File: config.mk
export PLATFORM = sky130hd
export DESIGN_NAME = ex_mem_latch_flat
export DESIGN_NICKNAME = d
export VERILOG_FILES = /design/src/rtl/ex_mem_latch_if.sv /design/src/rtl/ex_mem_latch.sv /design/src/flat_wrapper.sv
export SDC_FILE = /design/constraint.sdc
export NUM_CORES = 1
export LEC_CHECK = 0
export BUFFER_PORTS_ARGS = -buffer_cell sky130_fd_sc_hd__buf_2
export CORE_MARGIN = 2
export CORE_UTILIZATION = 23
export CTS_BUF_LIST = sky130_fd_sc_hd__clkbuf_2
export DETAILED_ROUTE_END_ITERATION = 8
export PLACE_DENSITY_LB_ADDON = 0.12
export SLEW_MARGIN = 10
export SYNTH_ARGS = -nofsm -noshare
export SYNTH_HDL_FRONTEND = slang
export SYNTH_SLANG_ARGS = --single-unit
File: constraint.sdc
create_clock -name CLK -period 2.7 [get_ports CLK]
set_clock_uncertainty 0.15 [all_clocks]
set_input_delay 0.27 -clock CLK [delete_from_list [all_inputs] [get_ports CLK]]
set_output_delay 0.27 -clock CLK [all_outputs]
set_load 0.02 [all_outputs]
File: src/rtl/ex_mem_latch_if.sv
// Execute-to-memory stage bundle: pipeline controls, EX-side fields, MEM-side registered fields.
// Pure wiring; no storage or latency of its own.
// Hold/flush travel with the bundle; the EX side drives them, the latch obeys them.
interface ex_mem_latch_if #(
  parameter int WORD_W = 32,
  parameter int REG_W  = 5,
  parameter int CNT_W  = 16
);
  // pipeline control
  logic              en;
  logic              flush;
  logic              exc_ack;
  // execute-stage side
  logic              ex_valid;
  logic [WORD_W-1:0] ex_out;
  logic              ex_zero;
  logic              ex_neg;
  logic              ex_overflow;
  logic              ex_trap_en;
  logic [WORD_W-1:0] ex_rtdata;
  logic [WORD_W-1:0] ex_npc;
  logic [REG_W-1:0]  ex_wsel;
  logic              ex_regwen;
  logic              ex_dren;
  logic              ex_dwen;
  logic              ex_memtoreg;
  logic              ex_halt;
  // memory-stage side
  logic              mem_valid;
  logic [WORD_W-1:0] mem_out;
  logic              mem_zero;
  logic              mem_neg;
  logic [WORD_W-1:0] mem_rtdata;
  logic [WORD_W-1:0] mem_npc;
  logic [REG_W-1:0]  mem_wsel;
  logic              mem_regwen;
  logic              mem_dren;
  logic              mem_dwen;
  logic              mem_memtoreg;
  logic              mem_halt;
  logic              exc_pending;
  logic [WORD_W-1:0] exc_epc;
  logic [CNT_W-1:0]  ovf_count;

  // execute stage / pipeline controller side
  modport master (
    output en, flush, exc_ack,
    output ex_valid, ex_out, ex_zero, ex_neg, ex_overflow, ex_trap_en,
    output ex_rtdata, ex_npc, ex_wsel, ex_regwen, ex_dren, ex_dwen,
    output ex_memtoreg, ex_halt,
    input  mem_valid, mem_out, mem_zero, mem_neg, mem_rtdata, mem_npc,
    input  mem_wsel, mem_regwen, mem_dren, mem_dwen, mem_memtoreg,
    input  mem_halt, exc_pending, exc_epc, ovf_count
  );

  // the EX/MEM latch itself
  modport slave (
    input  en, flush, exc_ack,
    input  ex_valid, ex_out, ex_zero, ex_neg, ex_overflow, ex_trap_en,
    input  ex_rtdata, ex_npc, ex_wsel, ex_regwen, ex_dren, ex_dwen,
    input  ex_memtoreg, ex_halt,
    output mem_valid, mem_out, mem_zero, mem_neg, mem_rtdata, mem_npc,
    output mem_wsel, mem_regwen, mem_dren, mem_dwen, mem_memtoreg,
    output mem_halt, exc_pending, exc_epc, ovf_count
  );
endinterface

File: src/rtl/ex_mem_latch.sv
// EX/MEM pipeline register with overflow trap, sticky exception record and saturating trap counter.
// Latency: 1 cycle, every output registered, no input-to-output combinational path.
// Backpressure: en=0 holds the stage; flush loads a bubble and overrides en.
module ex_mem_latch #(
  parameter int WORD_W = 32,
  parameter int REG_W  = 5,
  parameter int CNT_W  = 16
) (
  input logic           CLK,
  input logic           nRST,
  ex_mem_latch_if.slave bus
);

  localparam logic [CNT_W-1:0]  CNT_MAX = {CNT_W{1'b1}};
  localparam logic [WORD_W-1:0] PC_STEP = WORD_W'(4);

  logic capture;
  logic trap;
  logic take_epc;

  // Decode this edge's action; a held instruction is only judged on the edge it captures.
  // Once halted, captures still flow but can no longer raise a trap.
  always_comb begin
    capture  = bus.en && !bus.flush;
    trap     = capture && bus.ex_valid && bus.ex_trap_en && bus.ex_overflow && !bus.mem_halt;
    // first trap records its PC; a trap colliding with an ack starts a fresh record
    take_epc = trap && (!bus.exc_pending || bus.exc_ack);
  end

  // Pipeline fields: flush loads a bubble, en=0 holds, otherwise capture EX.
  always_ff @(posedge CLK or negedge nRST) begin
    if (!nRST) begin
      bus.mem_valid    <= 1'b0;
      bus.mem_out      <= '0;
      bus.mem_zero     <= 1'b0;
      bus.mem_neg      <= 1'b0;
      bus.mem_rtdata   <= '0;
      bus.mem_npc      <= '0;
      bus.mem_wsel     <= '0;
      bus.mem_regwen   <= 1'b0;
      bus.mem_dren     <= 1'b0;
      bus.mem_dwen     <= 1'b0;
      bus.mem_memtoreg <= 1'b0;
    end else if (bus.flush) begin
      bus.mem_valid    <= 1'b0;
      bus.mem_out      <= '0;
      bus.mem_zero     <= 1'b0;
      bus.mem_neg      <= 1'b0;
      bus.mem_rtdata   <= '0;
      bus.mem_npc      <= '0;
      bus.mem_wsel     <= '0;
      bus.mem_regwen   <= 1'b0;
      bus.mem_dren     <= 1'b0;
      bus.mem_dwen     <= 1'b0;
      bus.mem_memtoreg <= 1'b0;
    end else if (bus.en) begin
      bus.mem_valid    <= bus.ex_valid;
      bus.mem_out      <= bus.ex_out;
      bus.mem_zero     <= bus.ex_zero;
      bus.mem_neg      <= bus.ex_neg;
      bus.mem_rtdata   <= bus.ex_rtdata;
      bus.mem_npc      <= bus.ex_npc;
      bus.mem_wsel     <= bus.ex_wsel;
      // a trapped instruction stays valid but must not touch registers or memory
      bus.mem_regwen   <= bus.ex_valid && bus.ex_regwen && !trap;
      bus.mem_dren     <= bus.ex_valid && bus.ex_dren && !trap;
      bus.mem_dwen     <= bus.ex_valid && bus.ex_dwen && !trap;
      bus.mem_memtoreg <= bus.ex_valid && bus.ex_memtoreg;
    end
  end

  // Sticky halt: set by a captured valid HALT, survives flush, cleared only by reset.
  always_ff @(posedge CLK or negedge nRST) begin
    if (!nRST) begin
      bus.mem_halt <= 1'b0;
    end else if (capture && bus.ex_valid && bus.ex_halt) begin
      bus.mem_halt <= 1'b1;
    end
  end

  // Exception record: a new trap beats a same-edge ack; otherwise ack clears pending.
  always_ff @(posedge CLK or negedge nRST) begin
    if (!nRST) begin
      bus.exc_pending <= 1'b0;
      bus.exc_epc     <= '0;
    end else begin
      if (trap) begin
        bus.exc_pending <= 1'b1;
      end else if (bus.exc_ack) begin
        bus.exc_pending <= 1'b0;
      end
      if (take_epc) begin
        bus.exc_epc <= bus.ex_npc - PC_STEP;
      end
    end
  end

  // Trap counter, saturating at all-ones.
  always_ff @(posedge CLK or negedge nRST) begin
    if (!nRST) begin
      bus.ovf_count <= '0;
    end else if (trap && (bus.ovf_count != CNT_MAX)) begin
      bus.ovf_count <= bus.ovf_count + 1'b1;
    end
  end

endmodule

File: src/flat_wrapper.sv
// flat-port wrapper written by rule: the top's interface ports become plain ports
module ex_mem_latch_flat 
#(
  parameter int WORD_W = 32,
  parameter int REG_W  = 5,
  parameter int CNT_W  = 16
)
  (CLK, nRST, bus_en, bus_flush, bus_exc_ack, bus_ex_valid, bus_ex_out, bus_ex_zero, bus_ex_neg, bus_ex_overflow, bus_ex_trap_en, bus_ex_rtdata, bus_ex_npc, bus_ex_wsel, bus_ex_regwen, bus_ex_dren, bus_ex_dwen, bus_ex_memtoreg, bus_ex_halt, bus_mem_valid, bus_mem_out, bus_mem_zero, bus_mem_neg, bus_mem_rtdata, bus_mem_npc, bus_mem_wsel, bus_mem_regwen, bus_mem_dren, bus_mem_dwen, bus_mem_memtoreg, bus_mem_halt, bus_exc_pending, bus_exc_epc, bus_ovf_count);
  ex_mem_latch_if #(.WORD_W(WORD_W), .REG_W(REG_W), .CNT_W(CNT_W)) bus_i ();
  input logic CLK;
  input logic nRST;
  input wire logic [$bits(bus_i.en)-1:0] bus_en;
  input wire logic [$bits(bus_i.flush)-1:0] bus_flush;
  input wire logic [$bits(bus_i.exc_ack)-1:0] bus_exc_ack;
  input wire logic [$bits(bus_i.ex_valid)-1:0] bus_ex_valid;
  input wire logic [$bits(bus_i.ex_out)-1:0] bus_ex_out;
  input wire logic [$bits(bus_i.ex_zero)-1:0] bus_ex_zero;
  input wire logic [$bits(bus_i.ex_neg)-1:0] bus_ex_neg;
  input wire logic [$bits(bus_i.ex_overflow)-1:0] bus_ex_overflow;
  input wire logic [$bits(bus_i.ex_trap_en)-1:0] bus_ex_trap_en;
  input wire logic [$bits(bus_i.ex_rtdata)-1:0] bus_ex_rtdata;
  input wire logic [$bits(bus_i.ex_npc)-1:0] bus_ex_npc;
  input wire logic [$bits(bus_i.ex_wsel)-1:0] bus_ex_wsel;
  input wire logic [$bits(bus_i.ex_regwen)-1:0] bus_ex_regwen;
  input wire logic [$bits(bus_i.ex_dren)-1:0] bus_ex_dren;
  input wire logic [$bits(bus_i.ex_dwen)-1:0] bus_ex_dwen;
  input wire logic [$bits(bus_i.ex_memtoreg)-1:0] bus_ex_memtoreg;
  input wire logic [$bits(bus_i.ex_halt)-1:0] bus_ex_halt;
  output wire logic [$bits(bus_i.mem_valid)-1:0] bus_mem_valid;
  output wire logic [$bits(bus_i.mem_out)-1:0] bus_mem_out;
  output wire logic [$bits(bus_i.mem_zero)-1:0] bus_mem_zero;
  output wire logic [$bits(bus_i.mem_neg)-1:0] bus_mem_neg;
  output wire logic [$bits(bus_i.mem_rtdata)-1:0] bus_mem_rtdata;
  output wire logic [$bits(bus_i.mem_npc)-1:0] bus_mem_npc;
  output wire logic [$bits(bus_i.mem_wsel)-1:0] bus_mem_wsel;
  output wire logic [$bits(bus_i.mem_regwen)-1:0] bus_mem_regwen;
  output wire logic [$bits(bus_i.mem_dren)-1:0] bus_mem_dren;
  output wire logic [$bits(bus_i.mem_dwen)-1:0] bus_mem_dwen;
  output wire logic [$bits(bus_i.mem_memtoreg)-1:0] bus_mem_memtoreg;
  output wire logic [$bits(bus_i.mem_halt)-1:0] bus_mem_halt;
  output wire logic [$bits(bus_i.exc_pending)-1:0] bus_exc_pending;
  output wire logic [$bits(bus_i.exc_epc)-1:0] bus_exc_epc;
  output wire logic [$bits(bus_i.ovf_count)-1:0] bus_ovf_count;
  assign bus_i.en = bus_en;
  assign bus_i.flush = bus_flush;
  assign bus_i.exc_ack = bus_exc_ack;
  assign bus_i.ex_valid = bus_ex_valid;
  assign bus_i.ex_out = bus_ex_out;
  assign bus_i.ex_zero = bus_ex_zero;
  assign bus_i.ex_neg = bus_ex_neg;
  assign bus_i.ex_overflow = bus_ex_overflow;
  assign bus_i.ex_trap_en = bus_ex_trap_en;
  assign bus_i.ex_rtdata = bus_ex_rtdata;
  assign bus_i.ex_npc = bus_ex_npc;
  assign bus_i.ex_wsel = bus_ex_wsel;
  assign bus_i.ex_regwen = bus_ex_regwen;
  assign bus_i.ex_dren = bus_ex_dren;
  assign bus_i.ex_dwen = bus_ex_dwen;
  assign bus_i.ex_memtoreg = bus_ex_memtoreg;
  assign bus_i.ex_halt = bus_ex_halt;
  assign bus_mem_valid = bus_i.mem_valid;
  assign bus_mem_out = bus_i.mem_out;
  assign bus_mem_zero = bus_i.mem_zero;
  assign bus_mem_neg = bus_i.mem_neg;
  assign bus_mem_rtdata = bus_i.mem_rtdata;
  assign bus_mem_npc = bus_i.mem_npc;
  assign bus_mem_wsel = bus_i.mem_wsel;
  assign bus_mem_regwen = bus_i.mem_regwen;
  assign bus_mem_dren = bus_i.mem_dren;
  assign bus_mem_dwen = bus_i.mem_dwen;
  assign bus_mem_memtoreg = bus_i.mem_memtoreg;
  assign bus_mem_halt = bus_i.mem_halt;
  assign bus_exc_pending = bus_i.exc_pending;
  assign bus_exc_epc = bus_i.exc_epc;
  assign bus_ovf_count = bus_i.ovf_count;
  ex_mem_latch #(.WORD_W(WORD_W), .REG_W(REG_W), .CNT_W(CNT_W)) u_core (.CLK(CLK), .nRST(nRST), .bus(bus_i));
endmodule
==> impl_metrics.tcl, run 1 <==
set metrics [dict create \
    status "finished with violations" \
    violations "setup timing" \
    drc 0 \
    cts_buffers 17 \
    synth_fp_nets 756 \
    routabilityCongestion 0.7448 \
    end_kind "register" \
    core.rowCount 63 \
    slowest_delay_ns 0.57 \
    power.density_nw_per_um2 490.7 \
    fmax_mhz 361.0 \
    grt_max_degree 97 \
    p_sw_mw 1.890 \
    holdCritPathClass "in2reg" \
    fin_crit_sh_pct 102.6 \
    final_cells 1551 \
    yosys.area.top_type "dfrtp_1" \
    synth_edf_count 0 \
    grt_pass1_wl_mm 38.14 \
    grt_usage_pct 15.52 \
    cp_common_cell "dlygate4sd3_1" \
    synth_top_area_share_pct 56.41 \
    slew_violations 0 \
    synth.distinct_cells 42 \
    rsz0062_at_grt "false" \
    post-synth-top-count-cell "dfrtp_1" \
    required_ns 3.19 \
    ioPinCount 274 \
    placed_area_um2 8882 \
    die_area_um2 31890 \
    htree_levels 4 \
    postRouteAntennaNets 0 \
    async_flop_share_pct 100.0 \
    drive_above_1_share_pct 29.16 \
    clockBufferDepth 2 \
    first_pass_iters 5 \
    ys_seq_area_share_pct 56.41 \
    power_mw 5.687 \
    finalSetupTns_ns -0.08401 \
    synth.area.top_cells "dfrtp_1 56%, mux2i_1 15%, nor2_1 6.7%, or4_1 1.9%, xnor2_1 1.6%" \
    finalCoreUtilization_pct 38.89 \
    path_clk_slew_ns 0.27 \
    cap_violations 0 \
    p_leak_nw 5.985 \
    num_vias 6778 \
    drt_iter0_markers 215 \
    cts_tree "built" \
    antenna_found_initial 2 \
    critPathKind "in2reg" \
    area_growth_pct 65.33 \
    syn-cell-area_um2 7009 \
    clkLatencyLatePin_ns 0.70 \
    cts-root-buf "clkbuf_2" \
    dieHeight_um 178.6 \
    final-seq-area_um2 3954 \
    numClockSinks 158 \
    switching_share_pct 33.24 \
    worst_path_max_delay_cell "dlygate4sd3_1" \
    start_util_pct 23.52 \
    syn_inst 638 \
    multi_input_comb_area_um2 2884 \
    ys_ff_latch 158 \
    seq_power_share_pct 47.5 \
    ys_warn_count 0 \
    ys.flop_type "dfrtp_1" \
    fillers 3056 \
    synth_common_cells "158 x dfrtp_1, 125 x nor2_1, 104 x mux2i_1" \
    syn_avg_cell_area_um2 10.99 \
    grt-ovfl-total 0 \
    tightest_slew_ns 0.7775 \
    critPathArrivalTime_ns 3.26 \
    worst_slack_ns -0.07036 \
    die_w_um 178.6 \
    post-route-min-period_ns 2.770 \
    wl_per_cell_um 15.81 \
    coreArea_um2 29800 \
    cell_internal_pwr_mw 3.796 \
    place_inst 1277 \
    holdWs_ns 0.1245 \
    power_frac_clock_pct 27.7 \
    maxSlewHeadroom_pct 48.17 \
    place_ws_ns 0.1663 \
    fin_nets 1265 \
    hold_violations 0 \
    avgViaCountPerCell 4.370 \
    grt_pass1_vias 6815 \
    comb_power_share_pct 24.8 \
    setup_viol 2 \
    wirelength_mm 24.52 \
    dpl.hpwl_mm 16.23 \
    fin_area_um2 11590 \
    portBuffers 273 \
    startpoint_type "input pin" \
    ir_drop_mv 0.3028 \
    path_cells "buf_2, dlygate4sd3_1, or4_4, or3_4, o31ai_1, dlygate4sd3_1, a31oi_1, dlygate4sd3_1" \
    crit_fanout 6 \
]
==> final cells by class <==
| type | instances | area share (%) |
|---|---|---|
| Timing Repair Buffer | 529 | 34.20 |
| Sequential cell | 158 | 34.12 |
| Multi-Input combinational cell | 437 | 24.89 |
| Tap cell | 390 | 4.211 |
| Clock inverter | 14 | 1.674 |
| Clock buffer | 17 | 0.7342 |
| Inverter | 4 | 0.1296 |
| Antenna cell | 2 | 0.04319 |
==> kinds of logic after synthesis <==
| family | after synthesis | share of synthesized area (%) |
|---|---|---|
| XOR/XNOR | 23 | 2.874 |
| AO/OA/AOI/OAI | 58 | 5.355 |
| adder cells (fa/ha/maj) | 2 | 0.3570 |
| buffers and inverters | 43 | 2.481 |
| flip-flops | 158 | 56.41 |
| AND/OR/NAND/NOR | 246 | 17.03 |
| multiplexers | 108 | 15.49 |
==> critical path, delay by kind of cell <==
kind / cells / cell delay (ns)
and+or+nand+nor: 2 / 0.90
AOI/OAI and AO/OA: 2 / 0.26
buffers and inverters: 4 / 1.82
==> layer usage <==
| metal | up-vias | part of all wire (%) | global-route usage, % | wire length [um] |
|---|---|---|---|---|
| met2 | 182 | 50 | 26.51 | 12140 |
| met3 | 23 | 4.9 | 3.367 | 1202 |
| met1 | 3305 | 44 | 19.69 | 10760 |
| met5 | - | 0 | 0 | 0 |
| met4 | 0 | 1.7 | 4.404 | 418 |
| li1 | 3268 | - | - | - |
==> what timing repair did <==
item | CTS | global route
hold buffers | 237 | 0
setup buffers | 0 | 4
setup endpoints to repair | 0 | 8
endpoints found under the hold margin | 306 | 0
gates resized for setup | 0 | 1
==> registers in the layout, summed over array words and instances (netlist names) <==
name and cells:
u_core.bus.exc_pending 1, u_core.bus.mem_zero 1, u_core.bus.ovf_count 16, u_core.bus.mem_wsel 5, u_core.bus.mem_halt 1, u_core.bus.mem_neg 1, u_core.bus.mem_out 32, u_core.bus.exc_epc 32
u_core.bus.mem_rtdata 32, u_core.bus.mem_valid 1, u_core.bus.mem_npc 32, u_core.bus.mem_memtoreg 1, u_core.bus.mem_regwen 1, u_core.bus.mem_dwen 1, u_core.bus.mem_dren 1
==> power groups by stage <==
stage | combinational (mW) | clock (mW) | sequential, mW
2_1_floorplan | 0.330 | 0 | 2.98
3_3_place_gp | 1.10 | 0 | 2.74
3_5_place_dp | 1.10 | 0 | 2.75
4_1_cts | 1.42 | 1.67 | 2.71
5_1_grt | 1.54 | 1.77 | 2.74
6_report | 1.41 | 1.57 | 2.70
==> path summary, 6_finish.rpt <==
kind / start / endpoint / slack [ns] / cells after the start
setup / recovery: bus_ex_npc[2] / u_core.bus.exc_epc[15]$_DFFE_PN0P_ / -0.07 / 8
hold / removal: bus_ex_npc[11] / u_core.bus.exc_epc[22]$_DFFE_PN0P_ / 0.12 / 5
setup reg to reg: u_core.bus.mem_halt$_DFFE_PN0P_ / u_core.bus.exc_epc[26]$_DFFE_PN0P_ / 0.30 / 6
hold reg to reg: u_core.bus.exc_epc[25]$_DFFE_PN0P_ / u_core.bus.exc_epc[25]$_DFFE_PN0P_ / 0.36 / 2
max in group asynchronous: nRST / u_core.bus.ovf_count[7]$_DFFE_PN0P_ / 1.58 / 4
min in group asynchronous: nRST / u_core.bus.mem_rtdata[23]$_DFFE_PN0P_ / 0.44 / 4
==> cells in the final DEF, fill, tap and decap left out, types with 13 or more instances in the layout <==
| cell | instances |
|---|---|
| buf_4 | 16 |
| dlygate4sd3_1 | 236 |
| clkbuf_2 | 17 |
| o21ai_0 | 16 |
| o31ai_1 | 13 |
| nor2_1 | 125 |
| a31oi_1 | 16 |
| mux2i_1 | 104 |
| nand2_1 | 27 |
| or4_1 | 18 |
| xnor2_1 | 13 |
| buf_2 | 270 |
| dfrtp_1 | 158 |
No activity file was read; power rests on OpenSTA's default activity.
==> run 2: changes to the inputs <==
--- a/config.mk
+++ b/config.mk
@@ -7,7 +7,7 @@
 export LEC_CHECK = 0
 export BUFFER_PORTS_ARGS = -buffer_cell sky130_fd_sc_hd__buf_2
 export CORE_MARGIN = 2
-export CORE_UTILIZATION = 23
+export CORE_UTILIZATION = 51
 export CTS_BUF_LIST = sky130_fd_sc_hd__clkbuf_2
 export DETAILED_ROUTE_END_ITERATION = 8
 export PLACE_DENSITY_LB_ADDON = 0.12
==> impl_metrics.tcl, run 2 (same netlist as run 1, synthesis figures left out) <==
set metrics [dict create \
    die_w_um 121.2 \
    worst_path_max_delay_cell "dlygate4sd3_1" \
    avgViaCountPerCell 5.461 \
    end_kind "register" \
    routabilityCongestion 0.8307 \
    dpl.hpwl_mm 13.60 \
    final_common_cell "buf_2" \
    critPathKind "in2reg" \
    num_vias 7012 \
    switching_share_pct 31.21 \
    portBuffers 273 \
    grt-ovfl-total 0 \
    postRouteAntennaNets 0 \
    place_inst 1061 \
    critPathArrivalTime_ns 3.21 \
    dieHeight_um 121.2 \
    critPathTopFamily "buffers and inverters" \
    fin_crit_sh_pct 101.6 \
    slowest_delay_ns 0.59 \
    hold_violations 0 \
    coreArea_um2 13350 \
    wl_per_cell_um 18.23 \
    slew_violations 0 \
    place_ws_ns 0.2085 \
    ir_drop_mv 0.3155 \
    drt_iter0_markers 408 \
    seq_power_share_pct 49.3 \
    violations "setup timing" \
    min_from "bus_ex_npc[6]" \
    cap_violations 0 \
    ioPinCount 274 \
    path_cells "dlygate4sd3_1, buf_2, nor4_1, buf_4, nand4_1, o31ai_1, dlygate4sd3_1, a31oi_1, dlygate4sd3_1" \
    holdWs_ns 0.1277 \
    grt_pass1_wl_mm 36.39 \
    fmax_mhz 364.6 \
    wirelength_mm 23.40 \
    htree_levels 4 \
    critPathLaunch "bus_ex_npc[20]" \
    p_sw_mw 1.708 \
    layout_common_cells "270 x buf_2, 186 x dlygate4sd3_1, 158 x dfrtp_1" \
    status "finished with violations" \
    comb_power_share_pct 24.9 \
    final_cells 1284 \
    cts_buffers 17 \
    maxSlewHeadroom_pct 42.57 \
    area_growth_pct 54.14 \
    antenna_found_initial 2 \
    power.density_nw_per_um2 506.6 \
    required_ns 3.16 \
    grt_usage_pct 32.07 \
    numClockSinks 158 \
    cell_internal_pwr_mw 3.765 \
    drive_above_1_share_pct 30.83 \
    core.rowCount 42 \
    holdCritPathClass "in2reg" \
    startpoint_type "input pin" \
    final-seq-area_um2 3954 \
    drc 0 \
    finalSetupTns_ns -0.04953 \
    fin_nets 1213 \
    post-route-min-period_ns 2.743 \
    multi_input_comb_area_um2 2939 \
    clockBufferDepth 2 \
    grt_max_degree 82 \
    first_pass_iters 6 \
    cts-root-buf "clkbuf_2" \
    path_clk_slew_ns 0.20 \
    tightest_slew_ns 0.8614 \
    clkLatencyLatePin_ns 0.71 \
    power_frac_clock_pct 25.8 \
    worst_slack_ns -0.04287 \
    fillers 764 \
    grt_pass1_vias 7079 \
    cts_tree "built" \
    cp_common_cell "dlygate4sd3_1" \
    start_util_pct 52.51 \
    setup_viol 2 \
    die_area_um2 14700 \
    p_leak_nw 5.646 \
    finalCoreUtilization_pct 80.94 \
    crit_buf_inv 5 \
    crit_fanout 5 \
    r2r-start "u_core.bus.mem_halt$_DFFE_PN0P_" \
]
-- run 2: cell count changes in the layout (fill, tap and decap cells not counted), moves of 2 or more --
cell and delta:
clkinv_2 +3, inv_6 -6, buf_12 -3, o31ai_2 +2, inv_8 -3, o31ai_1 -2
clkinvlp_4 +3, dlygate4sd3_1 -50
-- run 2: worst paths after layout --
kind                                                            end  slack (ns)  cells after the start
worst max-delay path             u_core.bus.exc_epc[26]$_DFFE_PN0P_       -0.04                      9
worst min register to register   u_core.bus.exc_epc[25]$_DFFE_PN0P_        0.36                      2
worst max register to register   u_core.bus.exc_epc[24]$_DFFE_PN0P_        0.15                      6
worst min-delay path             u_core.bus.exc_epc[30]$_DFFE_PN0P_        0.13                      6
min in group asynchronous       u_core.bus.ovf_count[6]$_DFFE_PN0P_        0.50                      4
max in group asynchronous        u_core.bus.exc_epc[13]$_DFFE_PN0P_        1.62                      4
-- run 2: timing repair --
item / CTS / global route
setup endpoints to repair: 0 / 12
hold endpoints to repair: 306 / 3
setup buffers: 0 / 4
hold buffers: 186 / 2
resized for setup: 0 / 11
-- run 2: per-stage QoR --
stage / instance area (um^2) / total power, mW
after global placement: 8562 / 3.776
after detailed placement: 8562 / 3.802
after floorplan: 7009 / 3.313
after global routing: 10800 / 5.716
final: 10800 / 5.473
after CTS: 10700 / 5.441
-- run 2: power by group through the flow --
stage	logic, mW	clock network [mW]	registers (mW)
3_5_place_dp	1.07	0	2.73
3_3_place_gp	1.05	0	2.72
2_1_floorplan	0.330	0	2.98
4_1_cts	1.32	1.43	2.69
5_1_grt	1.45	1.54	2.72
6_report	1.36	1.41	2.70
-- run 2: worst register-to-register path, delay by kind of cell (launching register included) --
| kind | cells | cell delay [ns] |
|---|---|---|
| and+or+nand+nor | 3 | 0.84 |
| AOI/OAI and AO/OA | 1 | 0.16 |
| buffers and inverters | 2 | 0.89 |
| DFF | 1 | 0.46 |
-- run 2: per-layer routing --
| layer | track usage (%) | vias to the layer above | routed length [um] |
|---|---|---|---|
| met5 | 0 | - | 0 |
| met4 | 17.67 | 0 | 1087 |
| met3 | 8.788 | 87 | 1867 |
| met2 | 53.58 | 358 | 11770 |
| met1 | 37.42 | 3400 | 8681 |
| li1 | - | 3167 | - |
-- run 2: area by class of cell --
class | instances | share of cell area (%)
diodes | 2 | 0.04632
clock buffers | 18 | 0.8338
clock inverters | 12 | 1.575
inverters | 4 | 0.1390
multi-input cells | 437 | 27.20
flip-flops and latches | 158 | 36.60
well taps | 176 | 2.038
repair buffers | 477 | 31.57
